### config.mk
export PLATFORM = sky130hd
export DESIGN_NAME = pwm_duty_ramp
export DESIGN_NICKNAME = d
export VERILOG_FILES = /design/src/rtl/pwm_pkg.sv /design/src/rtl/tick_divider.sv /design/src/rtl/pwm_duty_ramp.sv
export SDC_FILE = /design/constraint.sdc
export NUM_CORES = 1
export LEC_CHECK = 0
export ABC_AREA = 1
export CORE_MARGIN = 5
export CORE_UTILIZATION = 35
export DETAILED_ROUTE_END_ITERATION = 10
export PLACE_DENSITY_LB_ADDON = 0.1
export SLEW_MARGIN = 5
export SYNTH_ARGS = -nofsm -noshare
export SYNTH_HDL_FRONTEND = slang
export SYNTH_HIERARCHICAL = 1
export SYNTH_SLANG_ARGS = --single-unit
### constraint.sdc
create_clock -name clk -period 10.4 [get_ports clk]
set_input_delay 2.6 -clock clk [delete_from_list [all_inputs] [get_ports clk]]
set_output_delay 2.6 -clock clk [all_outputs]
set_load 0.02 [all_outputs]
### src/rtl/pwm_pkg.sv
// Types and constants shared between the duty ramp and the PWM generator it feeds.
package pwm_pkg;

  localparam int DUTY_W = 16;

  typedef enum logic {
    IDLE = 1'b0,
    RAMP = 1'b1
  } ramp_state_e;

  function automatic logic [DUTY_W-1:0] clamp_duty(input logic [DUTY_W-1:0] value,
                                                   input logic [DUTY_W-1:0] limit);
    return (value > limit) ? limit : value;
  endfunction

endpackage

### src/rtl/tick_divider.sv
// Free-running divider that fires one tick every TICK_DIV enabled clocks.
module tick_divider #(
  parameter int TICK_DIV = 1000
) (
  input  logic clk,
  input  logic reset,
  input  logic clear,
  input  logic enable,
  output logic tick
);

  localparam int CNT_W = (TICK_DIV > 1) ? $clog2(TICK_DIV) : 1;
  localparam logic [CNT_W-1:0] LAST = CNT_W'(TICK_DIV - 1);

  logic [CNT_W-1:0] count_q;
  logic [CNT_W-1:0] count_d;

  assign tick = enable && !clear && (count_q == LAST);

  always_comb begin
    count_d = count_q;
    if (clear) begin
      count_d = '0;
    end else if (enable) begin
      count_d = (count_q == LAST) ? '0 : count_q + 1'b1;
    end
  end

  always_ff @(posedge clk) begin
    if (reset) begin
      count_q <= '0;
    end else begin
      count_q <= count_d;
    end
  end

endmodule

### src/rtl/pwm_duty_ramp.sv
// Slews the PWM duty toward an accepted target in STEP increments, one step per tick.
module pwm_duty_ramp
  import pwm_pkg::*;
#(
  parameter int PERIOD   = 100,
  parameter int STEP     = 1,
  parameter int TICK_DIV = 1000
) (
  input  logic              clk,
  input  logic              reset,
  input  logic [DUTY_W-1:0] target,
  input  logic              target_valid,
  output logic              target_ready,
  output logic [DUTY_W-1:0] duty,
  output logic              update,
  output logic              busy
);

  localparam logic [DUTY_W-1:0] PERIOD_V = DUTY_W'(PERIOD);
  localparam logic [DUTY_W-1:0] STEP_V   = DUTY_W'(STEP);

  ramp_state_e       state_q;
  logic [DUTY_W-1:0] duty_q;
  logic [DUTY_W-1:0] target_q;
  logic              update_q;

  logic              accept;
  logic              tick;
  logic [DUTY_W-1:0] target_clamped;
  logic [DUTY_W-1:0] distance;
  logic              going_up;

  assign accept         = target_valid && (state_q == IDLE);
  assign target_clamped = clamp_duty(target, PERIOD_V);

  // Compare first so the subtraction never wraps.
  assign going_up = (target_q >= duty_q);
  assign distance = going_up ? (target_q - duty_q) : (duty_q - target_q);

  tick_divider #(
    .TICK_DIV(TICK_DIV)
  ) u_tick_divider (
    .clk   (clk),
    .reset (reset),
    .clear (accept),
    .enable(state_q == RAMP),
    .tick  (tick)
  );

  always_ff @(posedge clk) begin
    if (reset) begin
      state_q  <= IDLE;
      duty_q   <= '0;
      target_q <= '0;
      update_q <= 1'b0;
    end else begin
      update_q <= 1'b0;
      case (state_q)
        IDLE: begin
          if (accept) begin
            target_q <= target_clamped;
            if (target_clamped != duty_q) begin
              state_q <= RAMP;
            end
          end
        end
        RAMP: begin
          if (tick) begin
            update_q <= 1'b1;
            // Final step lands exactly on the target so duty never overshoots.
            if (distance <= STEP_V) begin
              duty_q  <= target_q;
              state_q <= IDLE;
            end else if (going_up) begin
              duty_q <= duty_q + STEP_V;
            end else begin
              duty_q <= duty_q - STEP_V;
            end
          end
        end
        default: state_q <= IDLE;
      endcase
    end
  end

  assign target_ready = (state_q == IDLE);
  assign busy         = (state_q == RAMP);
  assign duty         = duty_q;
  assign update       = update_q;

endmodule

==> flow_summary.toml <==
[sta]
fin_crit_ns = 4.54
finalClockSkew_ns = 0.00785
hold_viol = 0
maxSlewViolCount = 0
timing.final.crit_share_pct = 43.6
setup_viol = 0
tightest_slew_ns = 1.11
max-slew-margin-rel_pct = 25.9
final.setup.tns_ns = 0
clock.fmax_mhz = 220
rsz0062_at_grt = "false"

[setup_path]
arrival_ns = 4.66
critPathLaunchType = "input port"
crit_slowest_cell = "clkdlybuf4s50_1"
cp-end-kind = "register"
slowest_delay_ns = 0.46
path_cells = "clkdlybuf4s50_1 > inv_1 > nor2_1 > buf_4 > nor2_1 > nand2_1 > inv_1 > nand3_1 > a21oi_1"
crit_required_ns = 10.52
critical_path_class = "input port to register"
worst-path-max-fanout = 26
r2r_slack_ns = 5.98

[global_route]
globalRouteOverflowTotal = 0
grt_pass1_vias = 4924
grt_pass1_wl_mm = 23.8
antenna_found_initial = 0
track_usage_pct = 17.4
grt_start_max_net_pins = 31

[cells_and_area]
final_common_cell = "nand2_1"
fill_cells = 1516
fin_util_pct = 40.6
seq_area_sq_um = 881
antenna_cells = 0
final_cell_mix = "265 x nand2_1, 126 x inv_1, 87 x nand3_1, 64 x a21oi_1, 46 x ha_1"
area_delta_synth_final_pct = 14.3
nets = 926
multi_input_area_sq_um = 3430
drive_gt1_share_pct = 6.17

[yosys]
synthMuxAreaShare_pct = 0
yosysSeqAreaShare_pct = 18.0
ys_ff_latch = 44
synth_top_family_by_area = "simple AND/OR/NAND/NOR gates"
synthesis.area_sq_um = 4910
syn_inst = 827
synth_xor_area_share_pct = 3.39
yosysUniqueCellTypes = 41
avgSynthCellArea_sq_um = 5.93
synth_top_area_share_pct = 20.3
synth_area_leaders = "nand2_1 20%, dfxtp_1 18%, ha_1 12%, inv_1 9.6%, nand3_1 8.9%"
synth_nets = 895
synth_compound_area_share_pct = 10.6
synth_warnings = 6
yosys.area.top_type = "nand2_1"
synth_fa_ha_area_share_pct = 13.0
synth-simple-area-share_pct = 43.0

[die]
io_pins = 38
core_area_sq_um = 13800
initial_core_util_pct = 35.5
placement_rows = 43
die_y_microns = 128
dieArea_sq_um = 16500
die-width_microns = 128

[pwr]
p_per_area_nw_per_um2 = 96.8
p_leak_nw = 2.78
ir_drop_mv = 0.0575

[detailed_routing]
routed.top_layer = "met4"
wl_met2_mm = 6.50
firstDrtPassIters = 5
routed-via-count = 5128
met1Wirelength_mm = 6.92
drc = 0
post_drt_wl_per_cell_microns = 13.5
viasPerCell = 4.94
routed_wl_mm = 14.1
drt_iter0_markers = 344
met3_length_microns = 365
detail-route-antenna-nets = 0

[min_path]
min-delay-path-class = "register to register"

[status]
outcome = "finished, final reports clean"

[run]
cap_viol_max_count = 0

[place]
routabilityCongestion = 0.886
io_buffers = 37
dp_hpwl_mm = 11.5

[clock_tree]
ctsHoldBuffers = 0
cts-root-buf = "clkbuf_16"
cts.sink_count = 44
cts_tree = "built"
cts_buffer_depth = 2
cts_setup_buffers = 0
h-tree-depth = 2
clock_latency_ns = 0.29
ctsResizeCount = 0
path_clk_slew_ns = 0.06
cts_buffers = 5
through the flow:
step	cell area [sq um]	cells	worst slack, ns	hold WS, ns	power, mW
after floorplan	4910	827	6.38	0.443	0.310
after global placement	5430	1031	5.64	0.466	0.350
after detailed placement	5430	1031	5.56	0.478	0.352
after CTS	5610	1039	5.85	0.488	0.545
after global routing	5610	1039	5.50	0.517	0.581
final	5610	1039	5.86	0.484	0.543
per-layer routing:
layer  global-route usage (%)  vias up
li1                         -     2695
met1                     23.5     2320
met2                     29.5       95
met3                     1.49       18
met4                     5.24        0
met5                        0        -
area by class of cell:
| type | count | share of cell area (%) |
|---|---|---|
| clock buffer | 7 | 2.72 |
| clock inverter | 1 | 0.535 |
| timing repair buffer | 38 | 6.74 |
| inverter | 136 | 9.10 |
| multi-input combinational | 633 | 61.2 |
| tap | 180 | 4.02 |
| sequential | 44 | 15.7 |
where the power goes:
| part | switching [mW] | total [mW] | internal (mW) |
|---|---|---|---|
| registers | 0.00346 | 0.174 | 0.171 |
| logic | 0.116 | 0.175 | 0.0588 |
| clock network | 0.0669 | 0.193 | 0.127 |
logic make-up (layout without fill, tap and decap cells):
| logic type | after synthesis | after routing |
|---|---|---|
| AO/OA/AOI/OAI | 96 | 96 |
| XOR/XNOR | 19 | 19 |
| adder cells (fa/ha/maj) | 49 | 49 |
| buffers and inverters | 150 | 182 |
| flip-flops | 44 | 44 |
| AND/OR/NAND/NOR | 469 | 469 |
state kept, by name (all words and copies together), names as in the netlist:
name and cells:
busy 1, duty 16, target_q 16, u_tick_divider/count_q 10, update 1
path summary, 6_finish.rpt:
check | from | endpoint | cells past startpoint
setup / recovery | target_valid | duty[11] | 9
hold / removal | u_tick_divider/count_q[0] | u_tick_divider/count_q[0] | 2
setup reg to reg | duty[1] | duty[12] | 20
hold reg to reg | u_tick_divider/count_q[0] | u_tick_divider/count_q[0] | 2
cells in the mapped netlist:
| master | count |
|---|---|
| buf_2 | 4 |
| nor4_1 | 2 |
| o21bai_1 | 3 |
| clkinv_1 | 1 |
| inv_2 | 9 |
| a21boi_0 | 1 |
| a21oi_2 | 2 |
| nand4_1 | 16 |
| xor2_1 | 14 |
| nor2_2 | 6 |
| o31ai_1 | 1 |
| nor2_1 | 44 |
| a21o_1 | 3 |
| nand3_4 | 1 |
| clkbuf_1 | 6 |
| fa_1 | 3 |
| or2_2 | 2 |
| dfxtp_1 | 44 |
| nand2_1 | 265 |
| nand2_4 | 3 |
| buf_4 | 1 |
| a21oi_1 | 64 |
| o21a_1 | 2 |
| ha_1 | 46 |
| and2_2 | 1 |
| nor2_4 | 5 |
| inv_1 | 126 |
| o21ai_1 | 2 |
| nand2_2 | 10 |
| nand3_1 | 87 |
| o21ai_0 | 17 |
| and2_1 | 1 |
| nor2_8 | 1 |
| and3_1 | 2 |
| nor3_1 | 18 |
| o21bai_2 | 1 |
| nand3b_1 | 2 |
| nor3_2 | 1 |
| nand3_2 | 2 |
| buf_6 | 3 |
| xnor2_1 | 5 |
critical path, delay by kind of cell:
family          cells  cell delay [ns]
buf+inv             4             1.18
simple gates        4             0.81
compound gates      1             0.07
No activity file was read; power rests on OpenSTA's default activity.
